===== config.mk =====
export PLATFORM = sky130hd
export DESIGN_NAME = fpu_mult_result_queue
export DESIGN_NICKNAME = d
export VERILOG_FILES = /design/src/rtl/fpu_mult_result_queue.sv
export SDC_FILE = /design/constraint.sdc
export NUM_CORES = 1
export LEC_CHECK = 0
export ABC_AREA = 0
export BUFFER_PORTS_ARGS = -buffer_cell sky130_fd_sc_hd__buf_2
export CAP_MARGIN = 25
export CORE_MARGIN = 3
export CORE_UTILIZATION = 60
export CTS_BUF_LIST = sky130_fd_sc_hd__clkbuf_8
export DETAILED_ROUTE_END_ITERATION = 7
export PLACE_DENSITY = 0.92
export SLEW_MARGIN = 30
export SYNTH_ARGS = -nofsm -noshare
export SYNTH_HDL_FRONTEND = slang
export SYNTH_SLANG_ARGS = --single-unit
export TNS_END_PERCENT = 1

===== constraint.sdc =====
create_clock -name clk -period 4.2 [get_ports clk]
set_input_delay 0.42 -clock clk [delete_from_list [all_inputs] [get_ports clk]]
set_output_delay 0.42 -clock clk [all_outputs]
set_load 0.01 [all_outputs]

===== src/rtl/fpu_mult_result_queue.sv =====
// Purpose : captures single-precision multiplier results, tags unrepresentable ones, queues them FWFT.
// Latency : 1 cycle from op_strobe edge to out_valid/out_data; head driven combinationally from read pointer.
// Backpressure: out_valid/out_ready handshake; strobe while full with no pop is dropped and sets overflow_err.
//
// Ports:
//   clk, rst               rising-edge clock, asynchronous active-high reset
//   op_strobe              operation issued (same signal as multiplier input-valid)
//   mult_data, mult_valid  multiplier result and its representable flag
//   out_ready              consumer accepts head entry
//   clr_err                synchronous clear of overflow_err
//   out_valid/out_data/out_exc   head entry and its exception tag
//   level, fifo_full       occupancy
//   overflow_err           sticky dropped-strobe flag
//   result_cnt, exc_cnt    saturating accepted / accepted-with-exception counters
module fpu_mult_result_queue #(
    parameter int DEPTH = 4,
    parameter int CNT_W = 16
) (
    input  logic                       clk,
    input  logic                       rst,
    input  logic                       op_strobe,
    input  logic [31:0]                mult_data,
    input  logic                       mult_valid,
    input  logic                       out_ready,
    input  logic                       clr_err,
    output logic                       out_valid,
    output logic [31:0]                out_data,
    output logic                       out_exc,
    output logic [$clog2(DEPTH):0]     level,
    output logic                       fifo_full,
    output logic                       overflow_err,
    output logic [CNT_W-1:0]           result_cnt,
    output logic [CNT_W-1:0]           exc_cnt
);

    localparam int AW = $clog2(DEPTH);
    localparam int LW = AW + 1;

    localparam logic [AW-1:0]    PTR_ONE  = AW'(1);
    localparam logic [LW-1:0]    LVL_ONE  = LW'(1);
    localparam logic [LW-1:0]    LVL_FULL = LW'(DEPTH);
    localparam logic [CNT_W-1:0] CNT_ONE  = CNT_W'(1);
    localparam logic [CNT_W-1:0] CNT_MAX  = '1;

    // Entry layout: {exc, data}
    logic [32:0]      mem_q [DEPTH];

    logic [AW-1:0]    wr_ptr_q, wr_ptr_d;
    logic [AW-1:0]    rd_ptr_q, rd_ptr_d;
    logic [LW-1:0]    level_q, level_d;
    logic             overflow_q, overflow_d;
    logic [CNT_W-1:0] result_cnt_q, result_cnt_d;
    logic [CNT_W-1:0] exc_cnt_q, exc_cnt_d;

    logic             full;
    logic             empty;
    logic             pop;
    logic             push;
    logic             drop;
    logic             new_exc;

    assign full    = (level_q == LVL_FULL);
    assign empty   = (level_q == '0);
    assign new_exc = ~mult_valid;

    assign pop  = ~empty & out_ready;
    // A pop on the same edge frees the slot, so a full queue can still accept.
    assign push = op_strobe & (~full | pop);
    assign drop = op_strobe & full & ~pop;

    always_comb begin
        wr_ptr_d     = wr_ptr_q;
        rd_ptr_d     = rd_ptr_q;
        level_d      = level_q;
        overflow_d   = overflow_q;
        result_cnt_d = result_cnt_q;
        exc_cnt_d    = exc_cnt_q;

        if (push) begin
            wr_ptr_d = wr_ptr_q + PTR_ONE;
        end
        if (pop) begin
            rd_ptr_d = rd_ptr_q + PTR_ONE;
        end

        if (push && !pop) begin
            level_d = level_q + LVL_ONE;
        end else if (pop && !push) begin
            level_d = level_q - LVL_ONE;
        end

        if (push && result_cnt_q != CNT_MAX) begin
            result_cnt_d = result_cnt_q + CNT_ONE;
        end
        if (push && new_exc && exc_cnt_q != CNT_MAX) begin
            exc_cnt_d = exc_cnt_q + CNT_ONE;
        end

        // A new drop wins over a clear on the same edge.
        if (drop) begin
            overflow_d = 1'b1;
        end else if (clr_err) begin
            overflow_d = 1'b0;
        end
    end

    always_ff @(posedge clk or posedge rst) begin
        if (rst) begin
            wr_ptr_q     <= '0;
            rd_ptr_q     <= '0;
            level_q      <= '0;
            overflow_q   <= 1'b0;
            result_cnt_q <= '0;
            exc_cnt_q    <= '0;
        end else begin
            wr_ptr_q     <= wr_ptr_d;
            rd_ptr_q     <= rd_ptr_d;
            level_q      <= level_d;
            overflow_q   <= overflow_d;
            result_cnt_q <= result_cnt_d;
            exc_cnt_q    <= exc_cnt_d;
        end
    end

    // Storage is not reset; its contents are only observed through out_valid.
    always_ff @(posedge clk) begin
        if (push) begin
            mem_q[wr_ptr_q] <= {new_exc, mult_data};
        end
    end

    logic [32:0] head;
    assign head = mem_q[rd_ptr_q];

    // Gate the head so outputs read as zero whenever the queue is empty (incl. reset).
    assign out_valid    = ~empty;
    assign out_data     = empty ? 32'h0 : head[31:0];
    assign out_exc      = empty ? 1'b0  : head[32];
    assign level        = level_q;
    assign fifo_full    = full;
    assign overflow_err = overflow_q;
    assign result_cnt   = result_cnt_q;
    assign exc_cnt      = exc_cnt_q;

endmodule

==> metrics.cfg <==
[outcome]
run_status = finished clean

[floorplanning]
io-pin-count = 109
starting_density_of_the_core_pct = 61.7
floorplan.rows = 39
floorplan.die.height_um = 115
die_w_um = 115
area_inside_the_core_boundary_sq_mm = 0.0115
die_area_sq_mm = 0.0131

[yosys]
synth_seq_area_share_pct = 70.2
syn-cell-area_sq_mm = 0.00708
synth.distinct_cells = 41
synthCells = 398
ys_seq_elements = 172
synth_top_area_share_pct = 56.0
avgSynthCellArea_sq_um = 17.8
synth_area_leader_cell = sky130_fd_sc_hd__edfxtp_1
synth_fp_nets = 444
ys_warn_count = 0
synth_area_leaders = sky130_fd_sc_hd__edfxtp_1, sky130_fd_sc_hd__dfrtp_1, sky130_fd_sc_hd__mux4_2, sky130_fd_sc_hd__xor2_1, sky130_fd_sc_hd__and2_1

[finish]
footprint_of_the_multi_input_gates_sq_mm = 0.00202
layout.filler_cells = 731
final_cell_area_sq_mm = 0.00807
final_layout_size_suffix_gt1_share_pct = 36.3
syn2layout_area_growth_pct = 14.1
antenna_cells_inserted = 0
most_frequent_standard_cell_in_the_layout_excluding_fill_and_tap_cells = sky130_fd_sc_hd__edfxtp_1
register_area_sq_mm = 0.00497
layout_common_cells = sky130_fd_sc_hd__edfxtp_1, sky130_fd_sc_hd__buf_2, sky130_fd_sc_hd__dfrtp_1, sky130_fd_sc_hd__and2_1, sky130_fd_sc_hd__mux4_2
final_nets = 562

[placed_design]
port-buffer-count = 108
postPlaceCellArea_sq_mm = 0.00777
hpwlAfterDp_um = 8330
gp_routability_congestion = 0.880
preCtsSetupSlack_ps = 1530

[grt]
grt_antenna_before_repair = 0
grt_use_total_pct = 20.9
vias_in_the_first_global_route = 4097
first_pass_grt_wire_length_um = 20700
globalRoute.totalOverflow = 0
grt_start_max_net_pins = 41

[timing]
final_hold_viol_count = 0
period_minus_slack_ps = 2880
totalNegativeSetupSlack_ps = 0
min_period_over_period_pct = 68.6
grt_setup_unrepaired = false
max_clock_freq_mhz = 347
finClkSkew_ps = 6.21
worst-slew-pin-transition_ps = 891
slew_viol_final = 0
relSlewSlack_pct = 40.6
setup_ws_ps = 1320
finalSetupViolCount = 0

[routing]
route.vias.total = 3913
detail-route-antenna-nets = 0
route.detailed.wl_per_inst_um = 19.1
detail_route.vias_per_cell = 5.82
drcViolationCount = 0
detail_route.first_pass.iterations = 5
initialDrtViolationCount = 266
totalWireLength_um = 12800

[clock_tree]
clock_path_buffers = 2
cts_buffers = 17
post_cts_resized = 0
clk_root_buffer_cell = sky130_fd_sc_hd__clkbuf_8
h-tree-depth = 4
tritoncts_clock_tree = done
worst_skew_pair.late_latency_ps = 450
clk_slew_on_worst_s_h_paths_ps = 80
post-cts-setup-buffers = 0
ctsHoldBuffers = 0
clock_sinks = 172

[worst_setup_path]
worstSetupStartpointType = flop
timing.critical_path.required_ps = 3780
timing_worst_setup_path_type = flop to primary output
worst-r2r-setup-slack_ps = 1550
critical_path.cell_chain = buf_4 > mux4_2 > and2_1 > buf_2
critPathMaxFanout = 23
crit_path_top_delay_cell = sky130_fd_sc_hd__dfrtp_2
critical_path.max_stage_delay_ps = 860
critical_path_arrival_ps = 2460
worst_setup_path_end_kind = primary output

[run]
max_cap_violations = 0

[pwr]
vdd_drop_max_mv = 0.412
post-layout-total-power_w = 0.00506
power_density_mw_per_mm2 = 627
power.leakage_nw = 3.21

[hold_path]
holdCritPathClass = input port to asynchronous set/reset pin

[path summary, 6_finish.rpt]
kind                                     end  cells after the start     startpoint
max in group asynchronous        rd_ptr_q[1]                      3            rst
worst max-delay path            out_data[17]                      4    rd_ptr_q[0]
worst max register to register      level[1]                      7       level[0]
worst min register to register   exc_cnt[15]                      1    exc_cnt[15]
min in group clk                mem_q[1][19]                      1  mult_data[19]
worst min-delay path                level[0]                      3            rst
[through the flow]
step           util, %  instances  hold slack (ps)
2_1_floorplan        -        398              519
3_3_place_gp      67.8        640              470
3_5_place_dp      67.8        640              490
4_1_cts           70.4        672             72.2
5_1_grt           70.4        672              110
6_report          70.4        672             83.1
[critical path: cells and delay by family (launching register included)]
kind	cells	cell delay [ps]
and+or+nand+nor	1	170
buffers and inverters	2	460
DFF	1	860
muxes	1	520
[cells by family after synthesis]
logic type	share of synthesized area, %
compound gates	0.654
xor+xnor	4.21
fa+ha+maj	1.52
buf+inv	1.29
flops	70.2
mux	11.5
simple gates	10.6
[area by class of cell]
cell class / count / area share (%)
Clock inverter: 15 / 0.852
Timing Repair Buffer: 112 / 7.07
Multi-Input combinational cell: 205 / 25.1
Sequential cell: 172 / 61.5
Tap cell: 143 / 2.22
Inverter: 8 / 0.372
Clock buffer: 17 / 2.90
[synth_stat cells, drive strengths merged]
| cell | n |
|---|---|
| o2111ai | 1 |
| nor4b | 3 |
| nor3b | 5 |
| a32o | 1 |
| and4 | 1 |
| o211ai | 1 |
| and2 | 34 |
| buf | 5 |
| nand2 | 15 |
| and2b | 1 |
| xnor2 | 4 |
| fa | 1 |
| or3 | 1 |
| nand3 | 12 |
| or4b | 1 |
| xor2 | 30 |
| mux4 | 33 |
| nor4 | 9 |
| dfrtp | 40 |
| edfxtp | 132 |
| o21ai | 2 |
| and3 | 9 |
| nand4 | 8 |
| nor3 | 11 |
| inv | 8 |
| clkbuf | 8 |
| nor2b | 1 |
| ha | 7 |
| mux2 | 5 |
| nor2 | 8 |
| a311o | 1 |
[metal layers]
metal	share of wire, %	vias to the layer above	GRT usage (%)	wire length [um]
met2	52	143	34.2	6670
met5	0	-	0	0
met4	1.3	0	7.76	167
li1	-	1772	-	-
met3	6.5	14	5.13	836
met1	40	1984	27.4	5170
[state kept, by name, indices dropped and copies added, names as in the netlist]
register / cells
level: 3
result_cnt: 16
rd_ptr_q: 2
exc_cnt: 16
wr_ptr_q: 2
overflow_err: 1
mem_q: 132
[where the power goes]
| group | internal, W | switching [W] |
|---|---|---|
| Sequential | 0.00221 | 0.000301 |
| Combinational | 0.000843 | 0.000786 |
| Clock | 0.000384 | 0.000534 |
Note: power is estimated with default switching activity, not from simulation.
